<file path="src/rtl/uart_rx.sv">
// UART receiver: start, 8 data bits LSB first, parity, stop; one-cycle valid/frame-error pulses.
// Define UART_RX_MAJORITY_EN for 2-of-3 majority voting around every sample point.
module uart_rx #(
  parameter int CLKS_PER_BIT = 4,
  parameter int PARITY       = 0
) (
  input  logic       clk,
  input  logic       reset,
  input  logic       rx,
  output logic [7:0] data_out,
  output logic       data_valid,
  output logic       parity_err,
  output logic       frame_err,
  output logic       rx_busy
);
  localparam int            CW       = (CLKS_PER_BIT > 1) ? $clog2(CLKS_PER_BIT) : 1;
  localparam int            MID      = CLKS_PER_BIT / 2;
  localparam logic [CW-1:0] CNT_LAST = CW'(CLKS_PER_BIT - 1);
  localparam logic [CW-1:0] CNT_MID  = CW'(MID - 1);
  localparam logic          PAR_ODD  = (PARITY != 0);

  localparam logic [2:0] S_IDLE   = 3'd0;
  localparam logic [2:0] S_START  = 3'd1;
  localparam logic [2:0] S_DATA   = 3'd2;
  localparam logic [2:0] S_PARITY = 3'd3;
  localparam logic [2:0] S_STOP   = 3'd4;
  localparam logic [2:0] S_BREAK  = 3'd5;

  logic sync_meta;
  logic rx_s;
  logic samp;

`ifdef UART_RX_MAJORITY_EN
  // One extra stage gives a settled look-ahead tap, so the vote spans
  // sample point -1/0/+1 without moving any decision relative to the frame.
  logic rx_ahead;
  logic rx_d;
  always_ff @(posedge clk or negedge reset) begin
    if (!reset) {sync_meta, rx_ahead, rx_s, rx_d} <= 4'b1111;
    else        {sync_meta, rx_ahead, rx_s, rx_d} <= {rx, sync_meta, rx_ahead, rx_s};
  end
  assign samp = (rx_ahead & rx_s) | (rx_ahead & rx_d) | (rx_s & rx_d);
`else
  always_ff @(posedge clk or negedge reset) begin
    if (!reset) {sync_meta, rx_s} <= 2'b11;
    else        {sync_meta, rx_s} <= {rx, sync_meta};
  end
  assign samp = rx_s;
`endif

  logic [2:0]    state;
  logic [CW-1:0] bit_cnt;
  logic [2:0]    bit_idx;
  logic [7:0]    shift;
  logic          p_bit;
  logic          at_sample;

  assign at_sample = (bit_cnt == CNT_LAST);

  always_ff @(posedge clk or negedge reset) begin
    if (!reset) begin
      state      <= S_IDLE;
      bit_cnt    <= '0;
      bit_idx    <= '0;
      shift      <= '0;
      p_bit      <= 1'b0;
      data_out   <= '0;
      data_valid <= 1'b0;
      parity_err <= 1'b0;
      frame_err  <= 1'b0;
      rx_busy    <= 1'b0;
    end else begin
      data_valid <= 1'b0;
      parity_err <= 1'b0;
      frame_err  <= 1'b0;
      case (state)
        S_IDLE: begin
          if (!rx_s) begin
            state   <= S_START;
            bit_cnt <= '0;
            rx_busy <= 1'b1;
          end
        end
        // Confirm the start bit half a bit in; later samples then land mid-bit.
        S_START: begin
          if (bit_cnt == CNT_MID) begin
            if (samp) begin
              state   <= S_IDLE;
              rx_busy <= 1'b0;
            end else begin
              state   <= S_DATA;
              bit_cnt <= '0;
              bit_idx <= '0;
            end
          end else begin
            bit_cnt <= bit_cnt + 1'b1;
          end
        end
        S_DATA: begin
          if (at_sample) begin
            bit_cnt        <= '0;
            shift[bit_idx] <= samp;
            bit_idx        <= bit_idx + 3'd1;
            if (bit_idx == 3'd7) state <= S_PARITY;
          end else begin
            bit_cnt <= bit_cnt + 1'b1;
          end
        end
        S_PARITY: begin
          if (at_sample) begin
            bit_cnt <= '0;
            p_bit   <= samp;
            state   <= S_STOP;
          end else begin
            bit_cnt <= bit_cnt + 1'b1;
          end
        end
        // Leaving at the stop mid-point leaves half a bit to catch a back-to-back start.
        S_STOP: begin
          if (at_sample) begin
            bit_cnt <= '0;
            if (samp) begin
              data_out   <= shift;
              data_valid <= 1'b1;
              parity_err <= p_bit ^ (^shift) ^ PAR_ODD;
              state      <= S_IDLE;
              rx_busy    <= 1'b0;
            end else begin
              frame_err <= 1'b1;
              state     <= S_BREAK;
            end
          end else begin
            bit_cnt <= bit_cnt + 1'b1;
          end
        end
        S_BREAK: begin
          if (rx_s) begin
            state   <= S_IDLE;
            rx_busy <= 1'b0;
          end
        end
        default: begin
          state   <= S_IDLE;
          rx_busy <= 1'b0;
        end
      endcase
    end
  end
endmodule

</file>
<file path="config.mk">
export PLATFORM = sky130hd
export DESIGN_NAME = uart_rx
export DESIGN_NICKNAME = d
export VERILOG_FILES = /design/src/rtl/uart_rx.sv
export SDC_FILE = /design/constraint.sdc
export NUM_CORES = 1
export LEC_CHECK = 0
export CORE_ASPECT_RATIO = 1.4
export CORE_MARGIN = 2
export CORE_UTILIZATION = 25
export CTS_CLUSTER_DIAMETER = 150
export DETAILED_ROUTE_END_ITERATION = 10
export GPL_TIMING_DRIVEN = 0
export HOLD_SLACK_MARGIN = 0.12
export SLEW_MARGIN = 20
export SYNTH_ARGS = -nofsm -noshare
export SYNTH_HDL_FRONTEND = slang
export SYNTH_SLANG_ARGS = --single-unit
</file>
<file path="constraint.sdc">
create_clock -name clk -period 2.45 [get_ports clk]
set_input_delay 0.245 -clock clk [delete_from_list [all_inputs] [get_ports clk]]
set_output_delay 0.245 -clock clk [all_outputs]
set_load 0.005 [all_outputs]
</file>
==> results.toml <==
[outcome]
outcome = "complete, no violations"

[synthesis]
syn_nets = 142
yosys-top-cells-count = "dfrtp_1, mux2_2, clkbuf_1, mux2_4, inv_1"
synth_top_area_share = 0.445
synth_area_leader_cell = "dfrtp_1"
synthFlopType = "dfrtp_1"
synth-edff-count = 0
synth.most_common_cell = "dfrtp_1"
netlist_area_um2 = 1630
yosysWarningCount = 0
postSynth.asyncResetShare = 1.00
syn_inst = 134
synth.yosys.seq_area_share = 0.478
ys_ff_latch = 31
avgSynthCellArea_um2 = 12.2
synth_cell_types = 44
synth_area_leaders = "dfrtp_1, mux2_4, mux2_2, ha_1, dfstp_2"

[sta]
final.setup.tns_ns = 0
rsz0062_at_grt = "no"
finalCritPeriodShare = 0.777
fin_ws_ns = 0.546
worst_slew_pin_slew_ns = 0.717
hold_violations = 0
period_needed_ns = 1.90
drv_slew = 0
timing.fmax_mhz = 525
setup_violations = 0
slew_headroom = 0.522
skew_ns = 0.00364

[clock_network]
ctsHoldBuffers = 1
clock_sinks = 31
cts_buffers = 5
cts-root-buf = "clkbuf_8"
clock_latency_ns = 0.28
htreeDepth = 2
ctsResizeCount = 0
post_cts_buffers = 0
clk_path_buf_depth = 2
tritoncts = "yes"
clk_pin_slew_ns = 0.07

[drt]
detail_route.iter0.violations = 28
num_vias = 1096
post-route-drc-count = 0
drtAntennaViolNets = 0
routed_wirelength_mm = 3.11
drt_first_pass_iters = 4
post_drt_wl_per_cell_um = 13.6
viasPerCell = 4.81

[setup_path]
r2r-end = "data_out[0]"
cp.arrival_ns = 2.07
reg2reg_slack_ns = 0.55
reg2reg_from = "rx_s"
cp.required_ns = 2.62
r2r_cells = 5
cp-start-kind = "register"
path_class = "reg -> reg"
cp_max_fo = 9
cp-end-kind = "register"

[grt]
antenna_found_initial = 0
grt_pass1_vias = 1116
grt-ovfl-total = 0
grt_max_degree = 32
grt_pass1_wl_mm = 5.38
track_usage = 0.0947

[finish]
final_util = 0.312
syn2layout_area_growth_pct = 19.8
nets = 164
diodes = 0
layout.cells.non_filler = 228
fill_cells = 644
drive_gt1_frac = 0.218

[floorplan]
num_rows = 34
initial_core_util = 0.261
core_um2 = 6250
die_y_um = 99.5
num_io_pins = 15
fp.dieW_um = 72.2
dieArea_um2 = 7190

[min_path]
hold_path_end = "rx_s"
min_from = "sync_meta"
hold_depth = 0
hp-class = "reg -> reg"

[power_and_ir_drop]
power_density_nw_per_um2 = 892
p_leak_nw = 0.904
ir_worst_vdd_mv = 0.282

[placement]
routabilityCongestion = 0.724
dp_slack_ns = 0.545
dpl.hpwl_mm = 2.09
dp.cells = 220
place.port_buffers = 14

[job]
cap_violations = 0
[worst max-delay path, stage by stage, from the launching register on]
cell and delay [ns]:
dfstp_2 0.51, clkbuf_1 0.31, inv_1 0.13, or3_1 0.37
buf_6 0.17, mux2_4 0.29
[placed cells by master (no fill, tap or decap), types with 5 or more instances in the layout]
master           instances
clkbuf_1                 8
mux2_4                   8
o21ai_0                  5
mux2_2                  10
inv_1                    6
dfrtp_1                 29
clkbuf_8                 6
clkdlybuf4s50_1         13
ha_1                     5
[through the flow]
stage	cell area (um^2)	power (W)	hold slack [ns]
2_1_floorplan	1630	0.00117	-0.0506
3_3_place_gp	1860	0.00131	0.346
3_5_place_dp	1850	0.00134	0.347
4_1_cts	1950	0.00176	0.357
5_1_grt	1950	0.00186	0.365
6_report	1950	0.00174	0.356
[cell families after synthesis]
group,share of synthesized area
fa+ha+maj,0.0384
compound gates,0.0929
simple gates,0.151
xor+xnor,0.0438
buf+inv,0.0468
flops,0.478
mux,0.149
[layout make-up]
cell class | count | area [um^2] | area share
sequential | 31 | 778 | 0.399
multi-input combinational | 86 | 774 | 0.397
timing repair buffer | 15 | 145 | 0.0744
tap | 72 | 90.1 | 0.0462
clock buffer | 6 | 82.6 | 0.0423
buffer | 11 | 53.8 | 0.0276
inverter | 6 | 22.5 | 0.0115
clock inverter | 1 | 5.00 | 0.00256
[state kept, by name, summed over array words and instances, names as in the netlist, 2 cells and up]
| signal | flops |
|---|---|
| bit_cnt | 2 |
| bit_idx | 3 |
| data_out | 8 |
| state | 3 |
| shift | 8 |
[worst max-delay path by stage]
stage          slack [ns]  depth (start not counted)          end        from
2_1_floorplan        0.73                          5  data_out[0]        rx_s
3_3_place_gp         0.51                          1     state[0]       reset
3_5_place_dp         0.55                          5  data_out[0]        rx_s
4_1_cts              0.53                          5  data_out[0]        rx_s
5_1_grt              0.44                          5     shift[4]  bit_cnt[0]
6_report             0.55                          5  data_out[0]        rx_s
[power breakdown]
part	total, W	internal (W)	switching [W]
sequential	0.000707	0.000606	0.000101
clock	0.000417	0.000220	0.000196
combinational	0.000617	0.000322	0.000296
[routing by layer]
metal | GRT usage | part of all wire
met5 | 0 | 0
met4 | 0.0392 | 0.019
met3 | 0.0243 | 0.036
met2 | 0.161 | 0.50
met1 | 0.112 | 0.44
(Power assumes the default switching activity.)
